--- src/rtl/pipe_cpa_adder_pkg.sv ---
// Shared constants and helpers for the Booth-4/Wallace multiplier family.
// Holds the final-adder row alignment and the pipeline stage-count helper.
package mult_pkg;

  // Row B enters the final adder two bit positions above row A.
  localparam int CPA_B_OFFSET = 2;

  // Result width and segment width used by the 16x16 multiplier.
  localparam int MULT_W     = 32;
  localparam int MULT_SEG_W = 8;

  function automatic int seg_count(input int w, input int seg_w);
    return (w + seg_w - 1) / seg_w;
  endfunction

endpackage

--- src/rtl/pipe_cpa_adder_if.sv ---
// Operand/result handshake bundle for the pipelined final adder.
// The adder connects through the slave modport; its feeder and consumer use master.
interface pipe_cpa_adder_if
  import mult_pkg::*;
#(
  parameter int W = MULT_W
);
  logic         in_valid;
  logic         in_ready;
  logic [W-2:0] A;
  logic [W-4:0] B;
  logic         sign;
  logic         out_valid;
  logic         out_ready;
  logic [W-1:0] C;

  modport slave (
    input  in_valid, A, B, sign, out_ready,
    output in_ready, out_valid, C
  );

  modport master (
    output in_valid, A, B, sign, out_ready,
    input  in_ready, out_valid, C
  );
endinterface

--- src/rtl/pipe_cpa_adder_seg_stage.sv ---
// One segment of the pipelined carry-propagate adder plus its register slice.
// Adds bits [K*SEG_W +: SEG_W] (clipped to W-2) with the carry from the previous stage.
module cpa_seg_stage
  import mult_pkg::*;
#(
  parameter int W     = MULT_W,
  parameter int SEG_W = MULT_SEG_W,
  parameter int K     = 0
) (
  input  logic         sys_clk,
  input  logic         sys_rst_n,
  input  logic         adv_i,
  input  logic         v_i,
  input  logic [W-2:0] a_i,
  input  logic [W-2:0] b_i,
  input  logic         c_i,
  input  logic         sign_i,
  output logic         v_o,
  output logic [W-2:0] a_o,
  output logic [W-2:0] b_o,
  output logic         c_o,
  output logic         sign_o
);
  localparam int LO     = K * SEG_W;
  localparam int HI_RAW = LO + SEG_W - 1;
  localparam int HI     = (HI_RAW > W - 2) ? W - 2 : HI_RAW;
  localparam int SW     = HI - LO + 1;

  logic [SW:0]  seg_sum;
  logic [W-2:0] a_d;
  logic         v_q, c_q, sign_q;
  logic [W-2:0] a_q, b_q;

  assign seg_sum = {1'b0, a_i[HI:LO]} + {1'b0, b_i[HI:LO]} + {{SW{1'b0}}, c_i};

  // Row A doubles as the result word: finished segments overwrite their A bits.
  always_comb begin
    a_d        = a_i;
    a_d[HI:LO] = seg_sum[SW-1:0];
  end

  // Data loads only with a valid operand so C stays at its reset value until the first result.
  always_ff @(posedge sys_clk or negedge sys_rst_n) begin
    if (!sys_rst_n) begin
      v_q    <= 1'b0;
      a_q    <= '0;
      b_q    <= '0;
      c_q    <= 1'b0;
      sign_q <= 1'b0;
    end else if (adv_i) begin
      v_q <= v_i;
      if (v_i) begin
        a_q    <= a_d;
        b_q    <= b_i;
        c_q    <= seg_sum[SW];
        sign_q <= sign_i;
      end
    end
  end

  assign v_o    = v_q;
  assign a_o    = a_q;
  assign b_o    = b_q;
  assign c_o    = c_q;
  assign sign_o = sign_q;
endmodule

--- src/rtl/pipe_cpa_adder.sv ---
// Pipelined final carry-propagate adder: C = {sign, (A + (B << 2)) mod 2^(W-1)}.
// Optional macro PIPE_CPA_STAT_EN adds a saturating accepted-input counter acc_cnt.
module pipe_cpa_adder
  import mult_pkg::*;
#(
  parameter int W     = MULT_W,
  parameter int SEG_W = MULT_SEG_W
) (
  input  logic            sys_clk,
  input  logic            sys_rst_n,
  pipe_cpa_adder_if.slave bus
`ifdef PIPE_CPA_STAT_EN
  ,
  output logic [15:0]     acc_cnt
`endif
);
  localparam int NSEG = seg_count(W - 1, SEG_W);

  logic         v_ch    [0:NSEG];
  logic [W-2:0] a_ch    [0:NSEG];
  logic [W-2:0] b_ch    [0:NSEG];
  logic         c_ch    [0:NSEG];
  logic         sign_ch [0:NSEG];
  logic         adv     [0:NSEG-1];
  logic         unused_tail;

  assign v_ch[0]    = bus.in_valid;
  assign a_ch[0]    = bus.A;
  assign b_ch[0]    = {bus.B, {CPA_B_OFFSET{1'b0}}};
  assign c_ch[0]    = 1'b0;
  assign sign_ch[0] = bus.sign;

  genvar gi;
  generate
    for (gi = 0; gi < NSEG; gi++) begin : g_seg
      // A stage may move when it is empty or the stage after it is moving.
      if (gi == NSEG - 1) begin : g_last
        assign adv[gi] = !v_ch[gi+1] || bus.out_ready;
      end else begin : g_mid
        assign adv[gi] = !v_ch[gi+1] || adv[gi+1];
      end

      cpa_seg_stage #(
        .W     (W),
        .SEG_W (SEG_W),
        .K     (gi)
      ) u_stage (
        .sys_clk   (sys_clk),
        .sys_rst_n (sys_rst_n),
        .adv_i     (adv[gi]),
        .v_i       (v_ch[gi]),
        .a_i       (a_ch[gi]),
        .b_i       (b_ch[gi]),
        .c_i       (c_ch[gi]),
        .sign_i    (sign_ch[gi]),
        .v_o       (v_ch[gi+1]),
        .a_o       (a_ch[gi+1]),
        .b_o       (b_ch[gi+1]),
        .c_o       (c_ch[gi+1]),
        .sign_o    (sign_ch[gi+1])
      );
    end
  endgenerate

  assign bus.in_ready  = adv[0];
  assign bus.out_valid = v_ch[NSEG];
  assign bus.C         = {sign_ch[NSEG], a_ch[NSEG]};

  // The final carry is dropped and row B is fully consumed by the last stage.
  assign unused_tail = ^{c_ch[NSEG], b_ch[NSEG]};

`ifdef PIPE_CPA_STAT_EN
  logic [15:0] acc_cnt_q, acc_cnt_d;

  always_comb begin
    acc_cnt_d = acc_cnt_q;
    if (bus.in_valid && adv[0] && acc_cnt_q != 16'hFFFF) begin
      acc_cnt_d = acc_cnt_q + 16'd1;
    end
  end

  always_ff @(posedge sys_clk or negedge sys_rst_n) begin
    if (!sys_rst_n) begin
      acc_cnt_q <= 16'd0;
    end else begin
      acc_cnt_q <= acc_cnt_d;
    end
  end

  assign acc_cnt = acc_cnt_q;
`endif
endmodule

--- src/flat_wrapper.sv ---
// flat-port wrapper written by rule: the top's interface ports become plain ports
module pipe_cpa_adder_flat import mult_pkg::*;
#(
  parameter int W     = MULT_W,
  parameter int SEG_W = MULT_SEG_W
)
  (sys_clk, sys_rst_n, bus_in_valid, bus_A, bus_B, bus_sign, bus_out_ready, bus_in_ready, bus_out_valid, bus_C);
  pipe_cpa_adder_if #(.W(W)) bus_i ();
  input  logic sys_clk;
  input  logic sys_rst_n;
  input wire logic [$bits(bus_i.in_valid)-1:0] bus_in_valid;
  input wire logic [$bits(bus_i.A)-1:0] bus_A;
  input wire logic [$bits(bus_i.B)-1:0] bus_B;
  input wire logic [$bits(bus_i.sign)-1:0] bus_sign;
  input wire logic [$bits(bus_i.out_ready)-1:0] bus_out_ready;
  output wire logic [$bits(bus_i.in_ready)-1:0] bus_in_ready;
  output wire logic [$bits(bus_i.out_valid)-1:0] bus_out_valid;
  output wire logic [$bits(bus_i.C)-1:0] bus_C;
  assign bus_i.in_valid = bus_in_valid;
  assign bus_i.A = bus_A;
  assign bus_i.B = bus_B;
  assign bus_i.sign = bus_sign;
  assign bus_i.out_ready = bus_out_ready;
  assign bus_in_ready = bus_i.in_ready;
  assign bus_out_valid = bus_i.out_valid;
  assign bus_C = bus_i.C;
  pipe_cpa_adder #(.W(W), .SEG_W(SEG_W)) u_core (.sys_clk(sys_clk), .sys_rst_n(sys_rst_n), .bus(bus_i));
endmodule
--- config.mk ---
export PLATFORM = sky130hd
export DESIGN_NAME = pipe_cpa_adder_flat
export DESIGN_NICKNAME = d
export VERILOG_FILES = /design/src/rtl/pipe_cpa_adder_pkg.sv /design/src/rtl/pipe_cpa_adder_if.sv /design/src/rtl/pipe_cpa_adder_seg_stage.sv /design/src/rtl/pipe_cpa_adder.sv /design/src/flat_wrapper.sv
export SDC_FILE = /design/constraint.sdc
export NUM_CORES = 1
export LEC_CHECK = 0
export CORE_MARGIN = 3
export CORE_UTILIZATION = 55
export CTS_BUF_LIST = sky130_fd_sc_hd__clkbuf_8
export CTS_CLUSTER_SIZE = 30
export DETAILED_ROUTE_END_ITERATION = 10
export HOLD_SLACK_MARGIN = 0.15
export PLACE_DENSITY_LB_ADDON = 0.05
export SYNTH_ARGS = -nofsm -noshare
export SYNTH_HDL_FRONTEND = slang
export SYNTH_SLANG_ARGS = --single-unit
--- constraint.sdc ---
create_clock -name sys_clk -period 2.7 [get_ports sys_clk]
set_clock_uncertainty 0.1 [all_clocks]
set_input_delay 0.54 -clock sys_clk [delete_from_list [all_inputs] [get_ports sys_clk]]
set_output_delay 0.54 -clock sys_clk [all_outputs]
set_load 0.02 [all_outputs]
* Yosys cells after proc, flatten, opt, wreduce, memory -nomap -nowiden *
Cells that the tools add are included.

word-level totals
  logic and storage cells = 37
  register bits after elaboration = 222
  output and inout bits = 34
  input port bits = 65

operators by class
  add/sub/neg operators = 7
  reduce and logical (&&, ||, !) cells = 12

operators by type and width
  operator              count
  adder 8 x 8 -> 9 bit  3
  adder 9 x 1 -> 9 bit  2
  AND reduction 2 bit   4
  adder 7 x 1 -> 7 bit  1
  adder 7 bit           1
  zero test 1 bit       4
  logical OR 1 bit      4

* Depth between registers and ports, before layout *
Gate-level depths: netlist of run 1.

  word-level depth = 6
  gate-level depth with buffers = 8

* By module *
Synthesis of run 1 repeated with hierarchy kept, for this count alone.

unflattened totals
  cells, all modules = 750
  area total of the unflattened synthesis = 11003.1 um2

modules (own cells, without submodules)
  module                                   instances  seq. area each (um2)  area each (um2)  cells an instance
  cpa_seg_stage (u_core.g_seg[0].u_stage)  1          1626.6                2770.2           188
  cpa_seg_stage (u_core.g_seg[2].u_stage)  1          1626.6                2747.6           185
  cpa_seg_stage (u_core.g_seg[1].u_stage)  1          1626.6                2745.1           186
  cpa_seg_stage (u_core.g_seg[3].u_stage)  1          1626.6                2696.3           184
  pipe_cpa_adder                           1          0.0                   43.8             7

* Worst setup path before layout of run 1 *
OpenSTA, ideal clock, no wires.

  kind = reg2reg
  start = register u_core.g_seg[0].u_stage.c_q
  end = register u_core.g_seg[1].u_stage.a_q[14]
  data arrival time = 2034 ps
  path buffers = 0
  clock period less this slack = 2261 ps
  cell stages (with the launch flop) = 8
  library setup time = 127 ps
  path slack = 439 ps
  path through = dfrtp_1 fa_1 fa_1 a21o_1 a31oi_1 nand2b_1 a211oi_1 o31ai_1

between the ends
  word-level cells in the longest chain between the ends = 1

RTL lines
  what                    line                            source
  start, declared         pipe_cpa_adder_seg_stage.sv:31  logic v_q, c_q, sign_q;
  start signal, assigned  pipe_cpa_adder_seg_stage.sv:55  c_q <= seg_sum[SW];
  adder 9 x 1 -> 9 bit    pipe_cpa_adder_seg_stage.sv:34  assign seg_sum = {1'b0, a_i[HI:LO]} + {1'b0, b_i[HI:LO]} + {{SW{1'b0}}, c_i};
  end signal, assigned    pipe_cpa_adder_seg_stage.sv:46  a_q <= '0;
  end signal, assigned    pipe_cpa_adder_seg_stage.sv:53  a_q <= a_d;
  end, declared           pipe_cpa_adder_seg_stage.sv:32  logic [W-2:0] a_q, b_q;

No other way between the ends.
A chain may end at the register's enable or synchronous reset.

* Worst setup path after layout of run 1 *
  start = input bus_out_ready
  end = output bus_in_ready

between the ends
  word-level cells in the longest chain between the ends = 4

RTL lines
  what                            line                  source
  start, declared                 flat_wrapper.sv:15    input wire logic [$bits(bus_i.out_ready)-1:0] bus_out_ready;
  logical OR 1 bit                pipe_cpa_adder.sv:38  assign adv[gi] = !v_ch[gi+1] || bus.out_ready;
  logical OR 1 bit (3 in series)  pipe_cpa_adder.sv:40  assign adv[gi] = !v_ch[gi+1] || adv[gi+1];
  end, declared                   flat_wrapper.sv:16    output wire logic [$bits(bus_i.in_ready)-1:0] bus_in_ready;

No other way between the ends.

==> results of run 1 <==
final timing paths:
check	cells past startpoint	slack, ns	endpoint
worst min register to register	2	0.38	u_core.g_seg[0].u_stage.a_o[5]$_DFFE_PN0P_
max in group asynchronous	3	1.33	u_core.g_seg[1].u_stage.a_o[3]$_DFFE_PN0P_
worst max-delay path	4	0.17	bus_in_ready
worst max register to register	7	0.24	u_core.g_seg[1].u_stage.c_o$_DFFE_PN0P_
worst min-delay path	2	0.38	u_core.g_seg[0].u_stage.a_o[5]$_DFFE_PN0P_
min in group asynchronous	2	0.48	u_core.g_seg[0].u_stage.a_o[27]$_DFFE_PN0P_
registers in the layout, summed over array words and instances, names as in the netlist:
register,cells
u_core.g_seg.u_stage.a_o,124
u_core.g_seg.u_stage.b_o,45
u_core.g_seg.u_stage.c_o,3
u_core.g_seg.u_stage.sign_o,4
u_core.g_seg.u_stage.v_o,4
layer usage:
layer	wire length, um	vias up
li1	-	2135
met1	5810	2223
met2	6690	79
met3	520	10
met4	116	0
met5	0	-
placed cells by master (no fill, tap or decap), types with 2 or more instances in the layout:
cell / count
nor3_1: 3
o21a_1: 2
a21oi_1: 18
o21bai_1: 2
o21ai_1: 2
dfrtp_1: 180
buf_12: 6
o211ai_1: 2
o21ai_0: 32
nor2b_1: 2
xnor2_1: 4
o31ai_1: 2
a211oi_1: 7
clkbuf_8: 24
nand2_1: 26
bufinv_16: 2
clkinv_2: 3
ha_1: 25
nor2_1: 10
buf_4: 4
inv_1: 10
xor2_1: 12
fa_1: 7
mux2_1: 96
clkinv_4: 2
a21o_1: 6
mux2_2: 55
nand2b_1: 5
nand2_2: 2
clkdlybuf4s50_1: 97
power by group through the flow:
stage / combinational, mW / sequential, mW / clock [mW]
final: 3.06 / 4.08 / 1.89
after floorplan: 2.46 / 3.97 / 0
after global placement: 2.99 / 4.11 / 0
after detailed placement: 3.09 / 4.16 / 0
after global routing: 3.39 / 4.21 / 2.05
after CTS: 3.11 / 4.10 / 1.94
kinds of logic (layout without fill, tap and decap cells):
logic type | after synthesis | after routing | share of synthesized area (%)
AOI/OAI and AO/OA | 79 | 79 | 5.88
xor gates and xnor gates | 16 | 16 | 1.75
adders and majority gates | 32 | 32 | 5.66
buffers and inverters | 60 | 150 | 5.75
DFF | 180 | 180 | 56.3
muxes | 151 | 151 | 21.3
and+or+nand+nor | 55 | 55 | 3.41
cell type report:
class	count	area, um2	share of cell area [%]
clock inverters	8	96.3	1.03
well taps	180	225	2.40
flip-flops and latches	180	4500	48.1
multi-input cells	333	3040	32.4
clock buffers	24	330	3.52
inverters	9	33.8	0.360
repair buffers	109	1140	12.2
per-stage QoR:
step / util, % / hold WS [ns]
2_1_floorplan: - / 0.144
3_3_place_gp: 63.6 / 0.354
3_5_place_dp: 63.6 / 0.364
4_1_cts: 66.7 / 0.383
5_1_grt: 66.7 / 0.402
6_report: 66.7 / 0.376
critical path: stages:
cell and delay (ns):
clkdlybuf4s50_1 0.44, nor2b_4 0.18, nand4_2 0.16, clkdlybuf4s50_1 0.57
what timing repair did:
| item | in CTS | in global routing |
|---|---|---|
| endpoints found under the hold margin | 42 | 0 |
| gates resized for setup | 0 | 0 |
| hold buffers | 1 | 0 |
==> impl_metrics.json, run 1 <==
{
  "outcome": "completed",
  "worstHoldStart": "u_core.g_seg[0].u_stage.a_o[5]$_DFFE_PN0P_",
  "netlist_instances": 573,
  "ir_worst_vdd_v": 0.000453,
  "cts.sinks": 180,
  "min_period_ns": 2.53,
  "powerDensity_nw_per_um2": 963,
  "route.detailed.drc": 0,
  "critPathMaxFanout": 5,
  "worstSkewPairLatency_ns": 0.45,
  "grt_use_total_pct": 17.7,
  "wl_um": 13100,
  "ios": 99,
  "place_inst": 810,
  "path_class": "primary input to output pin",
  "grt_pass1_wl_um": 22300,
  "power.leakage_nw": 4.07,
  "hold_viol_final": 0,
  "clk_path_buf_depth": 2,
  "synth_common_cells": "dfrtp_1 (180), mux2_1 (96), mux2_2 (55), buf_4 (34), o21ai_0 (32)",
  "cts_made_buffers": 17,
  "finalInstanceArea_um2": 9370,
  "grt_antenna_before_repair": 0,
  "synth-edff-count": 0,
  "cts_htree_levels": 4,
  "setup_viol": 0,
  "routedWlPerCell_um": 15.6,
  "use_met3_pct": 5.31,
  "use_met1_pct": 22.6,
  "ys.flop_type": "dfrtp_1",
  "ys_seq_area_share_pct": 56.3,
  "p_int_mw": 6.22,
  "drive_above_1_share_pct": 16.0,
  "start_util_pct": 57.0,
  "avgSynthCellArea_um2": 14.0,
  "end_kind": "output pin",
  "cts_tree": "done",
  "place_congestion": 0.773,
  "ys_ff_latch": 180,
  "use_met2_pct": 29.4,
  "comb_power_share_pct": 33.9,
  "cts-root-buf": "clkbuf_8",
  "syn2layout_area_growth_pct": 17.1,
  "via_count": 4447,
  "maxCapViolations": 0,
  "clkPwrFrac_pct": 20.9,
  "startpoint_type": "primary input",
  "yosysTopAreaCellShare_pct": 56.3,
  "fin_crit_sh_pct": 93.7,
  "io_buffers": 98,
  "yosysWarnings": 0,
  "cp.arrival_ns": 1.89,
  "fmax_mhz": 395,
  "synth_cell_types": 39,
  "finalMaxSlewViolations": 0,
  "grt.overflow.total": 0,
  "syn-num-nets": 670,
  "swShare_pct": 31.1,
  "die_w_um": 127,
  "tns_ns": 0,
  "fin_cells": 843,
  "rsz0062_at_grt": "no",
  "grt_max_degree": 62,
  "vias_per_cell": 5.28,
  "ant_nets": 0,
  "rows": 43,
  "fill_cells": 1024,
  "pwr-share-seq_pct": 45.2,
  "die_height_um": 127,
  "syn_area_um2": 8000,
  "num_antenna_cells": 0,
  "tightestPinTransition_ns": 0.430,
  "setup_slack_ns": 0.169,
  "netlist_top_cells_area": "dfrtp_1 (56%), mux2_1 (14%), mux2_2 (7.7%)",
  "nets": 747,
  "cts_setup_buffers": 0,
  "placed_cell_area_um2": 8930,
  "clkSlewWorstSetupHoldPaths_ns": 0.08,
  "core_um2": 14000,
  "top_usage_layer": "met2",
  "grt_pass1_vias": 4640,
  "dr.pass1.iters": 4,
  "r2r-start": "u_core.g_seg[0].u_stage.c_o$_DFFE_PN0P_",
  "cp.required_ns": 2.06,
  "power.switching_mw": 2.81,
  "yosysMostFrequentCell": "dfrtp_1",
  "max_slew_margin_pct": 71.3,
  "synth_area_leader_cell": "dfrtp_1",
  "finalPower_mw": 9.03,
  "drt_iter0_drc": 183,
  "dieArea_um2": 16000,
  "hp-class": "flip-flop to flip-flop",
  "crit_path_start": "bus_out_ready",
  "synthArstFlopShare_pct": 100,
  "dp_slack_ns": 0.0920,
  "hpwl_um": 9280
}
Note: power is estimated with default switching activity, not from simulation.
==> run 2, diff against run 1 <==
- DONT_BUFFER_PORTS: unset -> 1
==> run 2 against run 1 <==
Register-to-register slack improved by 0.05 ns. Die area unchanged. Largest power group unchanged. Highest routed layer unchanged. First-iteration DRC count decreased by 1.1%. The run now ends with hold timing left. Via count decreased by 5.3%. Core utilization decreased by 4.1 points. Critical path type is now flip-flop to flip-flop. Power decreased by 6.4%. Sequential power increased by 8.3%. Non-clock buffer count decreased by 52. Worst hold slack got worse by 0.70 ns. Combinational power decreased by 30%. Routed wire length decreased by 3.7%.
==> impl_metrics.json, run 2 (synthesized netlist as in run 1, its figures left out) <==
{
  "cts_tree": "done",
  "rows": 43,
  "pwr-share-seq_pct": 52.3,
  "num_antenna_cells": 0,
  "fill_cells": 1074,
  "tightestPinTransition_ns": 0.651,
  "die_w_um": 127,
  "cts.sinks": 180,
  "io_buffers": 0,
  "rsz0062_at_grt": "no",
  "layout_common_cells": "dfrtp_1 (180), mux2_1 (96), mux2_2 (55)",
  "ant_nets": 0,
  "dieArea_um2": 16000,
  "core_um2": 14000,
  "outcome": "finished with violations",
  "dr.pass1.iters": 4,
  "start_util_pct": 57.0,
  "cts-root-buf": "clkbuf_8",
  "cts_made_buffers": 17,
  "hold_viol_final": 180,
  "grt_max_degree": 181,
  "comb_power_share_pct": 25.5,
  "setup_viol": 0,
  "placed_cell_area_um2": 7880,
  "ios": 99,
  "cp.arrival_ns": 2.65,
  "finalPower_mw": 8.45,
  "route.detailed.drc": 0,
  "path_class": "flip-flop to flip-flop",
  "power.leakage_nw": 3.83,
  "grt_pass1_vias": 4506,
  "nets": 695,
  "ir_worst_vdd_v": 0.000453,
  "hp-class": "primary input to async pin",
  "setup_slack_ns": 0.294,
  "largest_reg_flops": 124,
  "end_kind": "flip-flop",
  "max_slew_margin_pct": 56.6,
  "clkPwrFrac_pct": 22.2,
  "clkSlewWorstSetupHoldPaths_ns": 0.09,
  "die_height_um": 127,
  "wl_um": 12700,
  "worstSkewPairLatency_ns": 0.46,
  "cp.required_ns": 2.94,
  "min_period_ns": 2.41,
  "drive_above_1_share_pct": 16.9,
  "clk_path_buf_depth": 2,
  "swShare_pct": 32.6,
  "maxCapViolations": 0,
  "layout_commonest_cell": "dfrtp_1",
  "hpwl_um": 8480,
  "fin_crit_sh_pct": 89.1,
  "grt_use_total_pct": 17.1,
  "drt_iter0_drc": 181,
  "cts.repair.resized": 0,
  "p_int_mw": 5.70,
  "grt.overflow.total": 0,
  "syn2layout_area_growth_pct": 9.96,
  "vias_per_cell": 5.32,
  "grt_pass1_wl_um": 21700,
  "finalMaxSlewViolations": 0,
  "routedWlPerCell_um": 16.0,
  "whs_ns": -0.326,
  "dp_slack_ns": 0.293,
  "violations": "hold timing",
  "cts_htree_levels": 4,
  "grt_antenna_before_repair": 0,
  "tns_ns": 0,
  "power.switching_mw": 2.75,
  "critPathMaxFanout": 3,
  "finalInstanceArea_um2": 8800,
  "place_congestion": 0.765,
  "cts_setup_buffers": 0,
  "via_count": 4212,
  "fmax_mhz": 416,
  "startpoint_type": "flip-flop",
  "powerDensity_nw_per_um2": 960,
  "cts_hold_buffers": 50
}
[run 2: cell count changes in the layout (fill, tap and decap cells not counted), sizes merged]
| cell | before | now |
|---|---|---|
| buf | 11 | 7 |
| bufinv | 2 | 3 |
| clkbuf | 24 | 17 |
| clkdlybuf4s50 | 97 | 0 |
| clkinvlp | 0 | 6 |
| dlygate4sd3 | 1 | 50 |
[run 2: critical path, stage by stage (launching register included)]
cell      delay [ns]
dfrtp_1         0.41
fa_1            0.49
fa_1            0.42
a21o_1          0.19
a31oi_1         0.26
nand2b_1        0.09
a211oi_1        0.24
o31ai_1         0.10
[run 2: worst paths after layout]
path                                                                to  cells past startpoint  slack (ns)                                        start
max                        u_core.g_seg[1].u_stage.a_o[14]$_DFFE_PN0P_                      7        0.29      u_core.g_seg[0].u_stage.c_o$_DFFE_PN0P_
min                        u_core.g_seg[1].u_stage.a_o[27]$_DFFE_PN0P_                      0       -0.33                                    sys_rst_n
max reg2reg                u_core.g_seg[1].u_stage.a_o[14]$_DFFE_PN0P_                      7        0.29      u_core.g_seg[0].u_stage.c_o$_DFFE_PN0P_
min reg2reg                u_core.g_seg[1].u_stage.a_o[13]$_DFFE_PN0P_                      2        0.38  u_core.g_seg[1].u_stage.a_o[13]$_DFFE_PN0P_
max in group asynchronous  u_core.g_seg[0].u_stage.a_o[17]$_DFFE_PN0P_                      0        2.62                                    sys_rst_n
min in group sys_clk           u_core.g_seg[1].u_stage.v_o$_DFFE_PN0P_                      3        0.20                                bus_out_ready
[run 2: layer usage]
metal / GRT usage (%) / routed length, um
met5: 0 / 0
met1: 21.4 / 5720
met4: 5.68 / 153
met2: 28.0 / 6130
met3: 5.77 / 647
[run 2: final cells by class]
type,count,area (um2),share of cell area [%]
flip-flops and latches,180,4500,51.2
repair buffers,57,578,6.57
inverters,9,33.8,0.384
clock inverters,15,184,2.09
clock buffers,17,234,2.66
multi-input cells,333,3040,34.5
well taps,180,225,2.56
[run 2: through the flow]
stage                     utilization, %  cells
after global routing                62.7    791
after CTS                           62.7    791
after detailed placement            56.1    709
final                               62.7    791
after global placement              56.1    709
after floorplan                        -    573
[run 2: power groups by stage]
stage / registers (mW) / logic [mW] / clock network [mW]
2_1_floorplan: 3.97 / 2.46 / 0
3_3_place_gp: 4.46 / 2.04 / 0
3_5_place_dp: 4.50 / 2.11 / 0
4_1_cts: 4.45 / 2.19 / 1.93
5_1_grt: 4.55 / 2.46 / 2.04
6_report: 4.42 / 2.15 / 1.88
